**config.mk**
```make
export PLATFORM = sky130hd
export DESIGN_NAME = cordic_post_stage
export DESIGN_NICKNAME = d
export VERILOG_FILES = /design/src/rtl/cordic_post_stage.sv
export SDC_FILE = /design/constraint.sdc
export NUM_CORES = 1
export LEC_CHECK = 0
export BUFFER_PORTS_ARGS = -buffer_cell sky130_fd_sc_hd__buf_2
export CELL_PAD_IN_SITES_DETAIL_PLACEMENT = 1
export CELL_PAD_IN_SITES_GLOBAL_PLACEMENT = 1
export CORE_ASPECT_RATIO = 0.5
export CORE_MARGIN = 5
export CORE_UTILIZATION = 45
export DETAILED_ROUTE_END_ITERATION = 8
export MAX_ROUTING_LAYER = met4
export PLACE_DENSITY_LB_ADDON = 0.25
export SLEW_MARGIN = 25
export SYNTH_ARGS = -nofsm -noshare
export SYNTH_HDL_FRONTEND = slang
export SYNTH_SLANG_ARGS = --single-unit
```
**constraint.sdc**
```tcl
create_clock -name CLK -period 5.6 [get_ports CLK]
set_input_delay 0.84 -clock CLK [delete_from_list [all_inputs] [get_ports CLK]]
set_output_delay 0.84 -clock CLK [all_outputs]
set_load 0.005 [all_outputs]
```
**src/rtl/cordic_post_stage.sv**
```systemverilog
// -----------------------------------------------------------------------------
// cordic_post_stage
//
// Output stage that sits directly after the last CORDIC rotation element.
// It re-aligns the sample-valid flag and quadrant tag with the final-stage
// data, removes the CORDIC gain from x/y (multiply by K ~= 0.60725 using a
// shift-add network), applies the quadrant correction, and buffers results
// in a small FIFO so downstream logic can apply ready/valid back-pressure.
// The rotation pipeline itself never stalls. If the FIFO is full and no pop
// happens, the new word is dropped and a sticky overflow flag is raised.
//
// Ports:
//   CLK        in   processing clock, all state updates on posedge
//   RESET      in   synchronous active-low reset
//   in_valid   in   sample enters rotation stage 0 this cycle
//   q_tag      in   [1:0] quadrant tag of that sample
//   x_in       in   [VALUE_WIDTH-1:0] final-stage x (two's complement)
//   y_in       in   [VALUE_WIDTH-1:0] final-stage y (two's complement)
//   z_in       in   [VALUE_WIDTH-1:0] final-stage residual angle
//   out_ready  in   downstream accepts the FIFO head this cycle
//   out_valid  out  FIFO head is valid
//   x_out      out  [VALUE_WIDTH-1:0] corrected, gain-compensated x
//   y_out      out  [VALUE_WIDTH-1:0] corrected, gain-compensated y
//   z_out      out  [VALUE_WIDTH-1:0] residual angle, passed through
//   overflow   out  sticky: a result was dropped because the FIFO was full
// -----------------------------------------------------------------------------
module cordic_post_stage #(
    parameter int VALUE_WIDTH = 14,
    parameter int LATENCY     = 13,
    parameter int FIFO_DEPTH  = 4
) (
    input  logic                   CLK,
    input  logic                   RESET,
    input  logic                   in_valid,
    input  logic [1:0]             q_tag,
    input  logic [VALUE_WIDTH-1:0] x_in,
    input  logic [VALUE_WIDTH-1:0] y_in,
    input  logic [VALUE_WIDTH-1:0] z_in,
    input  logic                   out_ready,
    output logic                   out_valid,
    output logic [VALUE_WIDTH-1:0] x_out,
    output logic [VALUE_WIDTH-1:0] y_out,
    output logic [VALUE_WIDTH-1:0] z_out,
    output logic                   overflow
);

    localparam int SUM_WIDTH = VALUE_WIDTH + 3;
    localparam int PTR_WIDTH = (FIFO_DEPTH > 1) ? $clog2(FIFO_DEPTH) : 1;
    localparam int CNT_WIDTH = $clog2(FIFO_DEPTH + 1);
    localparam logic [VALUE_WIDTH-1:0] VAL_MAX  = {1'b0, {(VALUE_WIDTH-1){1'b1}}};
    localparam logic [VALUE_WIDTH-1:0] VAL_MIN  = {1'b1, {(VALUE_WIDTH-1){1'b0}}};
    localparam logic [VALUE_WIDTH-1:0] VAL_ONE  = {{(VALUE_WIDTH-1){1'b0}}, 1'b1};
    localparam logic [CNT_WIDTH-1:0]   CNT_FULL = CNT_WIDTH'(FIFO_DEPTH);
    localparam logic [CNT_WIDTH-1:0]   CNT_ONE  = CNT_WIDTH'(1);
    localparam logic [PTR_WIDTH-1:0]   PTR_ONE  = PTR_WIDTH'(1);

    // Gain removal: v*K ~= (v>>>1)+(v>>>3)-(v>>>6)-(v>>>9)-(v>>>13), with
    // floor shifts, summed in three extra bits and clamped to the signed range.
    function automatic logic [VALUE_WIDTH-1:0] gain_comp(input logic [VALUE_WIDTH-1:0] v);
        logic signed [SUM_WIDTH-1:0] ext_s;
        logic signed [SUM_WIDTH-1:0] sum_s;
        ext_s = $signed({{3{v[VALUE_WIDTH-1]}}, v});
        sum_s = (ext_s >>> 4'd1) + (ext_s >>> 4'd3) - (ext_s >>> 4'd6)
              - (ext_s >>> 4'd9) - (ext_s >>> 4'd13);
        if (sum_s > $signed({3'b000, VAL_MAX})) begin
            gain_comp = VAL_MAX;
        end else if (sum_s < $signed({3'b111, VAL_MIN})) begin
            gain_comp = VAL_MIN;
        end else begin
            gain_comp = sum_s[VALUE_WIDTH-1:0];
        end
    endfunction

    // Two's complement negation; the most negative value clamps to the most
    // positive one instead of wrapping back onto itself.
    function automatic logic [VALUE_WIDTH-1:0] neg_sat(input logic [VALUE_WIDTH-1:0] v);
        if (v == VAL_MIN) begin
            neg_sat = VAL_MAX;
        end else begin
            neg_sat = ~v + VAL_ONE;
        end
    endfunction

    // ---------------------------------------------------------------- alignment
    logic [LATENCY-1:0]      vld_dly_r;
    logic [LATENCY-1:0][1:0] tag_dly_r;

    // Valid/tag delay line matching the rotation pipeline depth.
    always_ff @(posedge CLK) begin
        if (!RESET) begin
            vld_dly_r <= '0;
            tag_dly_r <= '0;
        end else begin
            vld_dly_r <= {vld_dly_r[LATENCY-2:0], in_valid};
            tag_dly_r <= {tag_dly_r[LATENCY-2:0], q_tag};
        end
    end

    // ---------------------------------------------------------------- stage G
    logic                   g_valid_r;
    logic [1:0]             g_tag_r;
    logic [VALUE_WIDTH-1:0] g_x_r;
    logic [VALUE_WIDTH-1:0] g_y_r;
    logic [VALUE_WIDTH-1:0] g_z_r;

    // Capture final-stage data when the delayed valid lines up, removing gain.
    always_ff @(posedge CLK) begin
        if (!RESET) begin
            g_valid_r <= 1'b0;
            g_tag_r   <= 2'b00;
            g_x_r     <= '0;
            g_y_r     <= '0;
            g_z_r     <= '0;
        end else begin
            g_valid_r <= vld_dly_r[LATENCY-1];
            if (vld_dly_r[LATENCY-1]) begin
                g_tag_r <= tag_dly_r[LATENCY-1];
                g_x_r   <= gain_comp(x_in);
                g_y_r   <= gain_comp(y_in);
                g_z_r   <= z_in;
            end
        end
    end

    // ---------------------------------------------------------------- stage C
    logic [VALUE_WIDTH-1:0] corr_x_s;
    logic [VALUE_WIDTH-1:0] corr_y_s;
    logic                   c_valid_r;
    logic [VALUE_WIDTH-1:0] c_x_r;
    logic [VALUE_WIDTH-1:0] c_y_r;
    logic [VALUE_WIDTH-1:0] c_z_r;

    // Quadrant correction: rotate the result back by the tagged multiple of 90 degrees.
    always_comb begin
        corr_x_s = g_x_r;
        corr_y_s = g_y_r;
        case (g_tag_r)
            2'b00: begin
                corr_x_s = g_x_r;
                corr_y_s = g_y_r;
            end
            2'b01: begin
                corr_x_s = neg_sat(g_y_r);
                corr_y_s = g_x_r;
            end
            2'b10: begin
                corr_x_s = neg_sat(g_x_r);
                corr_y_s = neg_sat(g_y_r);
            end
            2'b11: begin
                corr_x_s = g_y_r;
                corr_y_s = neg_sat(g_x_r);
            end
            default: begin
                corr_x_s = g_x_r;
                corr_y_s = g_y_r;
            end
        endcase
    end

    // Register the corrected word ahead of the FIFO write.
    always_ff @(posedge CLK) begin
        if (!RESET) begin
            c_valid_r <= 1'b0;
            c_x_r     <= '0;
            c_y_r     <= '0;
            c_z_r     <= '0;
        end else begin
            c_valid_r <= g_valid_r;
            if (g_valid_r) begin
                c_x_r <= corr_x_s;
                c_y_r <= corr_y_s;
                c_z_r <= g_z_r;
            end
        end
    end

    // ---------------------------------------------------------------- FIFO
    logic [VALUE_WIDTH-1:0] x_mem_r [FIFO_DEPTH];
    logic [VALUE_WIDTH-1:0] y_mem_r [FIFO_DEPTH];
    logic [VALUE_WIDTH-1:0] z_mem_r [FIFO_DEPTH];
    logic [PTR_WIDTH-1:0]   wr_ptr_r;
    logic [PTR_WIDTH-1:0]   rd_ptr_r;
    logic [CNT_WIDTH-1:0]   count_r;
    logic [CNT_WIDTH-1:0]   count_nxt_s;
    logic                   out_valid_r;
    logic                   overflow_r;
    logic                   full_s;
    logic                   pop_s;
    logic                   push_s;
    logic                   drop_s;

    // Handshake decode: a pop frees a slot on the same edge, so full+pop still accepts a write.
    always_comb begin
        full_s  = (count_r == CNT_FULL);
        pop_s   = out_valid_r & out_ready;
        push_s  = c_valid_r & (~full_s | pop_s);
        drop_s  = c_valid_r & full_s & ~pop_s;
        count_nxt_s = count_r;
        case ({push_s, pop_s})
            2'b10:   count_nxt_s = count_r + CNT_ONE;
            2'b01:   count_nxt_s = count_r - CNT_ONE;
            default: count_nxt_s = count_r;
        endcase
    end

    // FIFO storage, pointers, occupancy, head-valid and sticky overflow.
    always_ff @(posedge CLK) begin
        if (!RESET) begin
            for (int i = 0; i < FIFO_DEPTH; i++) begin
                x_mem_r[i] <= '0;
                y_mem_r[i] <= '0;
                z_mem_r[i] <= '0;
            end
            wr_ptr_r    <= '0;
            rd_ptr_r    <= '0;
            count_r     <= '0;
            out_valid_r <= 1'b0;
            overflow_r  <= 1'b0;
        end else begin
            if (push_s) begin
                x_mem_r[wr_ptr_r] <= c_x_r;
                y_mem_r[wr_ptr_r] <= c_y_r;
                z_mem_r[wr_ptr_r] <= c_z_r;
                wr_ptr_r          <= wr_ptr_r + PTR_ONE;
            end
            if (pop_s) begin
                rd_ptr_r <= rd_ptr_r + PTR_ONE;
            end
            count_r     <= count_nxt_s;
            out_valid_r <= (count_nxt_s != '0);
            overflow_r  <= overflow_r | drop_s;
        end
    end

    assign out_valid = out_valid_r;
    assign overflow  = overflow_r;
    assign x_out     = x_mem_r[rd_ptr_r];
    assign y_out     = y_mem_r[rd_ptr_r];
    assign z_out     = z_mem_r[rd_ptr_r];

endmodule
```
# After elaboration in Yosys (flattened, before gate mapping)
# Memory sizes are Yosys's and may differ from the RTL's. A register that Yosys moved wholly into a read port is not among the register bits.
# Index checks and enable logic that the tools add are counted.
[word_totals] mem_bits_rw=168 memories=3 regBits=136 in_bits=48 output_inout_bits=44
[memory_table] memory="x_mem_r" words=4 width=14 read_ports=1 rd_clocked_by_memory_dff=1 write_ports=4 line="179" rtl="logic [VALUE_WIDTH-1:0] x_mem_r [FIFO_DEPTH];"
[memory_table] memory="y_mem_r" words=4 width=14 read_ports=1 rd_clocked_by_memory_dff=1 write_ports=4 line="180" rtl="logic [VALUE_WIDTH-1:0] y_mem_r [FIFO_DEPTH];"
[memory_table] memory="z_mem_r" words=4 width=14 read_ports=1 rd_clocked_by_memory_dff=1 write_ports=4 line="181" rtl="logic [VALUE_WIDTH-1:0] z_mem_r [FIFO_DEPTH];"
[op_classes] magnitude_cmp=4 eq_ne=8 bitwise_logic=10 n_mux=28 n_reduce_logical=5 addsub=14
[ops] op="$mux 14" n=9
[ops] op="$pmux 14 s4" n=2
[ops] op="$reduce_or 14->1" n=3
[ops] op="$gt 17x14->1 const B" n=2
[ops] op="$lt 17x14->1 const B" n=2
[ops] op="$sub 16x1->17" n=2
[ops] op="$sub 15x5->16" n=2
[ops] op="$sub 14x8->15" n=2
[ops] op="$add 13x11->14" n=2
[ops] op="$add 14x1->14 const B" n=2
[ops] op="$eq 14x14->1 const B" n=2
[ops] op="$not 14->14" n=2
[ops] op="$mux 2" n=9
[ops] op="$mux 1" n=7
[ops] op="$eq 2x2->1 const B" n=3
[ops] op="$pmux 3 s2" n=1
[ops] op="$add 2x1->2 const B" n=2
[ops] op="$and 1x1->1" n=4
[ops] op="$eq 2x1->1 const B" n=2
[ops] op="$add 3x1->3 const B" n=1
[ops] op="$eq 3x3->1 const B" n=1
[ops] op="$reduce_bool 3->1" n=1
[ops] op="$sub 3x1->3 const B" n=1
[ops] op="$logic_not 2->1" n=1
[ops] op="other kinds (2)" n=4

# Longest topological paths before layout
# Gate-level depths: netlist of run 1.
[logic_depth] ltp_word=9 mapped_depth=17

# Worst setup path after synthesis of run 1
# No wires, ideal clock.
[synth_path] path_type="input to register" start="in x_in[13]" end="reg g_x_r[2]" required_ns=5.534 cell_stages=16 arrival_time_ns=4.962 setup_ns=0.066 path_slack_ns=0.572 n_path_buf=1 path_cell_list="clkbuf_1 > inv_1 > ha_1 > xor2_1 > fa_1 > inv_1 > fa_1 > inv_1 > ha_1 > a21o_1 > a31o_1 > o21a_1 > a2111o_1 > a41o_4 > maj3_2 > a21oi_2"
[synth_between] elab_chain_cells=7 word_cells_on_any_way=8 classes_between="add/sub (4); order compare (2); mux (2)"
[synth_rtl] item="start: declaration" line="36" rtl="input logic [VALUE_WIDTH-1:0] x_in,"
[synth_rtl] item="$add 13x11->14" line="63" rtl="sum_s = (ext_s >>> 4'd1) + (ext_s >>> 4'd3) - (ext_s >>> 4'd6)"
[synth_rtl] item="$sub 14x8->15" line="63"
[synth_rtl] item="$sub 15x5->16" line="64" rtl="- (ext_s >>> 4'd9) - (ext_s >>> 4'd13);"
[synth_rtl] item="$sub 16x1->17 (*)" line="64"
[synth_rtl] item="$lt 17x14->1" line="67" rtl="end else if (sum_s < $signed({3'b111, VAL_MIN})) begin"
[synth_rtl] item="$mux 14" line="67"
[synth_rtl] item="$mux 14 (*)" line="65" rtl="if (sum_s > $signed({3'b000, VAL_MAX})) begin"
[synth_rtl] item="end signal: assignment" line="118" rtl="g_x_r <= gain_comp(x_in);"
[synth_rtl] item="end: declaration" line="102" rtl="logic [VALUE_WIDTH-1:0] g_x_r;"
# Every way passes the cells marked *; elsewhere a longest branch is shown, timed or not.
# A chain may end at the register's enable or synchronous reset.

# Final worst setup path of run 1
[layout_path] start="in x_in[13]" end="reg g_x_r[4]"
# Same word-level chain as after synthesis.

==> flow_summary.ini, run 1 <==
[run_status]
status = complete, no violations

[global_routing]
globalRouteOverflowTotal = 0
grt_max_degree = 59
grt_pass1_wl_mm = 62.64
grt_pass1_vias = 11320
grt.total_usage_pct = 20.85
antenna_found_initial = 0

[route]
drc_errors = 0
avgViaCountPerCell = 5.395
routed_wl_mm = 39.24
wire_per_inst_um = 20.14
vias = 10510
ant_nets = 0
first_pass_iters = 5
drt_iter0_drc = 563

[floorplanning]
start_util_pct = 45.54
dieWidth_um = 274.2
dieArea_um2 = 38950
rows = 48
io_pins = 92
fp.dieH_um = 142.1
fp.coreArea_um2 = 34470

[timing]
slew_headroom_pct = 32.05
period_needed_ps = 4743
fmax_mhz = 210.9
fin_hold_ws_ps = 428.7
setup_viol = 0
finalCritPeriodShare_pct = 84.69
fin_setup_tns_ps = 0
maxSlewViolCount = 0
clock_skew_ps = 30.31
worst_pin_slew_ps = 1019
rsz0062_at_grt = false
timing.final.hold_violations = 0

[layout]
finalNetCount = 1585
final_common_cell = nor2_1
areaGrowthSynthToFinish_pct = 12.13
mostFrequentLayoutCells = nor2_1 (173), edfxtp_1 (168), inv_1 (137)
final.fill_count = 3681
diodes = 0
drive_above_1_share_pct = 16.56

[synth]
synth-main-ff-cell = edfxtp_1
async_flop_share_pct = 0
ys_types = 72
syn-num-nets = 1529
yosys_warnings = 0
synth-seq-cells = 306
synth_edf_count = 168
syn-instance-count = 1395
seq_area_frac_synth_pct = 49.73
synth_area_um2 = 15700
avgSynthCellArea_um2 = 11.25

[worst_setup_path]
crit_slowest_cell = fa_1
cpMostUsedCell = inv_1
crit_required_ps = 6100
cp-startpoint = x_in[13]
path_class = in -> reg
worstPathMaxFanout = 11
r2r_start = g_x_r[0]
cp-start-kind = input port
crit_path_end_kind = flop
cp.arrival_ps = 5240
cp_cell_sequence = buf_2, inv_1, ha_1, xor2_1, fa_1, inv_1, fa_1, inv_1, ha_1, a21o_1, a31o_1, o21a_1, a2111o_1, a41o_4, maj3_2, a21oi_2
max_stage_delay_ps = 510

[min_path]
hold_path_class = reg -> reg
hold_start = tag_dly_r[20]

[clocking]
post_cts_buffers = 0
numCtsBuffers = 28
ctsHtreeMaxLevel = 1
cts_sinks = 306
cts.repair.resized = 0
clkTransAtPathRegs_ps = 70
cts_max_path_buffers = 3
cts_tree = done
root_buffer = clkbuf_16
clk_latency_ps = 590
hold_buffers = 0

[pwr]
leakagePower_nw = 7.083
vdd_drop_max_mv = 0.2091
p_per_area_nw_per_um2 = 308.9
power_mw = 5.438

[placement]
gp_congestion = 0.8618
io_buffers = 89
dp_hpwl_mm = 26.18

[job]
maxCapViolCount = 0
==> through the flow <==
| step | setup slack, ps | std cells | cell area, µm² | util, % |
|---|---|---|---|---|
| after detailed placement | 255.8 | 1896 | 16610 | 48.17 |
| after global placement | 334.1 | 1896 | 16610 | 48.17 |
| after global routing | 597.0 | 1948 | 17600 | 51.07 |
| after floorplan | 571.7 | 1395 | 15700 | - |
| after CTS | 830.2 | 1948 | 17600 | 51.06 |
| final | 857.4 | 1948 | 17600 | 51.07 |
==> area by class of cell <==
type,instances,area (µm²),share of cell area [%]
multi-input cells,869,7103,40.35
inverters,140,525.5,2.985
clock buffers,43,849.6,4.826
clock inverters,9,146.4,0.8316
flip-flops and latches,306,7812,44.38
repair buffers,106,573.1,3.255
well taps,475,594.3,3.376
==> power breakdown <==
part,total (mW),internal (mW),switching (mW)
Sequential,2.43,2.41,0.0151
Clock,2.06,1.19,0.866
Combinational,0.955,0.407,0.548
==> worst max-delay path, delay by kind of cell <==
| kind | cells | cell delay, ps |
|---|---|---|
| AOI/OAI and AO/OA | 6 | 1550 |
| xor gates and xnor gates | 1 | 160 |
| adders and majority gates | 5 | 2040 |
| buffers and inverters | 4 | 650 |
==> worst paths after layout <==
| kind | cells after the start | endpoint | slack, ps |
|---|---|---|---|
| max reg2reg | 9 | c_y_r[4] | 2670 |
| min reg2reg | 1 | tag_dly_r[22] | 430 |
| max | 16 | g_x_r[4] | 860 |
| min | 1 | tag_dly_r[22] | 430 |
==> synthesized netlist by cell type, drive strengths merged, types with 7 or more instances <==
library cell / instances / area share, %
inv: 138 / 3.3
o21ai: 40 / 1.3
nor4: 10 / 0.63
xnor2: 21 / 1.2
o21a: 8 / 0.38
and2: 88 / 3.5
a31oi: 7 / 0.32
a21oi: 38 / 1.4
buf: 13 / 0.33
edfxtp: 168 / 32
ha: 44 / 3.5
dfxtp: 138 / 18
nor3: 17 / 0.61
nor2b: 11 / 0.44
xor2: 14 / 0.78
nand2b: 16 / 0.64
a221o: 7 / 0.45
o211ai: 8 / 0.38
clkbuf: 67 / 1.6
mux2i: 63 / 4.0
nand3: 12 / 0.38
nand2: 91 / 2.2
fa: 42 / 5.4
nor2: 175 / 4.2
mux4: 56 / 8.0
a21o: 9 / 0.43
==> sequential cells by signal (all words and copies together) (netlist names), named ones only <==
signal	flops
c_valid_r	1
c_x_r	14
c_y_r	14
c_z_r	14
count_r	3
g_tag_r	2
g_valid_r	1
g_x_r	14
g_y_r	14
g_z_r	14
out_valid	1
overflow	1
rd_ptr_r	2
tag_dly_r	26
vld_dly_r	13
wr_ptr_r	2
x_mem_r	56
y_mem_r	56
z_mem_r	56
==> metal layers <==
| layer | GRT usage, % | up-vias | part of all wire, % |
|---|---|---|---|
| met4 | 4.455 | 0 | 1.9 |
| met2 | 36.38 | 182 | 51 |
| li1 | - | 4942 | - |
| met3 | 2.964 | 52 | 3.7 |
| met1 | 26.24 | 5334 | 44 |
| met5 | - | - | 0 |
==> logic make-up (layout without fill, tap and decap cells) <==
family | after synthesis | count (layout) | share of synthesized area, %
compound gates | 168 | 168 | 7.436
xor+xnor | 35 | 35 | 1.953
fa+ha+maj | 92 | 92 | 9.292
buf+inv | 220 | 298 | 5.276
flops | 306 | 306 | 49.73
mux | 122 | 122 | 12.26
simple gates | 452 | 452 | 14.05
No activity file was read; power rests on OpenSTA's default activity.
==> run 2: changes to the inputs <==
clock period = 4.2 ns   (was 5.6 ns; I/O delays follow)
==> flow_summary.ini, run 2 (synthesis results as in run 1) <==
[run_status]
status = complete, no violations

[worst_setup_path]
r2r_end = c_y_r[12]
crit_required_ps = 4640
cp.arrival_ps = 4310
critPathCapture = g_y_r[6]
cp-startpoint = y_in[8]
worstPathMaxFanout = 6
r2r_start = g_x_r[0]
r2r_slack_ps = 1420
rr_worst_depth = 9
crit_path_end_kind = flop
cp-start-kind = input port
path_class = in -> reg

[route]
ant_nets = 0
vias = 10760
avgViaCountPerCell = 5.365
drt_iter0_drc = 677
first_pass_iters = 5
routed_wl_mm = 39.67
wire_per_inst_um = 19.78
drc_errors = 0

[timing]
timing.final.hold_violations = 0
fin_setup_tns_ps = 0
finalCritPeriodShare_pct = 92.36
fin_hold_ws_ps = 281.0
fmax_mhz = 257.8
slew_headroom_pct = 32.79
setup_viol = 0
period_needed_ps = 3879
rsz0062_at_grt = false
worst_pin_slew_ps = 1005
clock_skew_ps = 16.84
maxSlewViolCount = 0

[pwr]
p_comb_share_pct = 20.7
switchingPower_mw = 1.927
swShare_pct = 26.59
power_mw = 7.246
sequentialPowerShare_pct = 44.6
leakagePower_nw = 7.299
p_int_mw = 5.319
p_clk_share_pct = 34.7
p_per_area_nw_per_um2 = 403.1
vdd_drop_max_mv = 0.2387

[floorplanning]
fp.dieH_um = 142.1
fp.coreArea_um2 = 34470
io_pins = 92
rows = 48
start_util_pct = 45.54
dieArea_um2 = 38950
dieWidth_um = 274.2

[job]
maxCapViolCount = 0

[global_routing]
globalRouteOverflowTotal = 0
antenna_found_initial = 0
grt_pass1_wl_mm = 63.82
grt.total_usage_pct = 21.17
grt_pass1_vias = 11870
grt_max_degree = 59

[placement]
dp_hpwl_mm = 27.50
io_buffers = 89
gp_congestion = 0.8599
place_area_um2 = 17090

[layout]
final_common_cell = nor2_1
fin_area_um2 = 17970
diodes = 0
finalNetCount = 1642
mostFrequentLayoutCells = nor2_1 (174), edfxtp_1 (168), inv_1 (134), dfxtp_1 (134), nand2_1 (90)
areaGrowthSynthToFinish_pct = 14.49
top_regs = x_mem_r (56), y_mem_r (56), z_mem_r (56)
drive_above_1_share_pct = 19.79

[clocking]
clkTransAtPathRegs_ps = 60
cts_tree = done
root_buffer = clkbuf_16
cts_sinks = 306
post_cts_buffers = 0
cts.repair.resized = 0
hold_buffers = 0
cts_max_path_buffers = 3
ctsHtreeMaxLevel = 1
clk_latency_ps = 560
numCtsBuffers = 29

[min_path]
hold_path_class = in -> reg
[run 2: critical path, stage by stage]
cell      delay (ps)
buf_2             90
inv_1             60
fa_1             520
fa_1             540
inv_1             60
fa_1             510
inv_1             50
ha_1             290
nor2b_1          130
o21ai_0          190
a21boi_0         170
o21ai_0          300
a31oi_1          180
o21a_1           280
a221o_1          320
[run 2: per-layer routing]
layer	routed length [µm]	track usage, %
met1	17210	26.18
met2	20260	37.73
met3	1355	2.628
met4	852	4.694
met5	0	-
[run 2: worst min-delay path by stage]
stage	startpoint	to	slack [ps]	cells after the start
2_1_floorplan	tag_dly_r[8]	tag_dly_r[10]	410	1
5_1_grt	in_valid	vld_dly_r[0]	280	2
3_3_place_gp	tag_dly_r[1]	tag_dly_r[3]	410	1
3_5_place_dp	tag_dly_r[20]	tag_dly_r[22]	420	1
4_1_cts	q_tag[1]	tag_dly_r[1]	260	2
6_report	q_tag[1]	tag_dly_r[1]	280	2
[run 2: metrics by stage]
| step | utilization (%) | setup slack (ps) | cells |
|---|---|---|---|
| CTS | 52.14 | 288.2 | 2006 |
| finish | 52.14 | 321.0 | 2006 |
| global route | 52.14 | 82.89 | 2006 |
| detailed placement | 49.56 | -290.8 | 1952 |
| floorplan | - | -115.1 | 1395 |
| global placement | 49.56 | -200.7 | 1952 |
[run 2: power by group through the flow]
stage | registers, mW | logic, mW | clock network (mW)
floorplan | 3.29 | 0.987 | 0
global placement | 3.29 | 1.46 | 0
detailed placement | 3.30 | 1.52 | 0
CTS | 3.23 | 1.53 | 2.55
global route | 3.24 | 1.69 | 2.70
finish | 3.23 | 1.50 | 2.51
[run 2: cell type report]
cell class | count | area [µm²]
inverter | 140 | 533.0
timing repair buffer | 162 | 1006
fill | 3686 | 16500
tap | 475 | 594.3
multi-input combinational | 869 | 7141
sequential | 306 | 7812
clock buffer | 47 | 843.3
clock inverter | 7 | 45.04
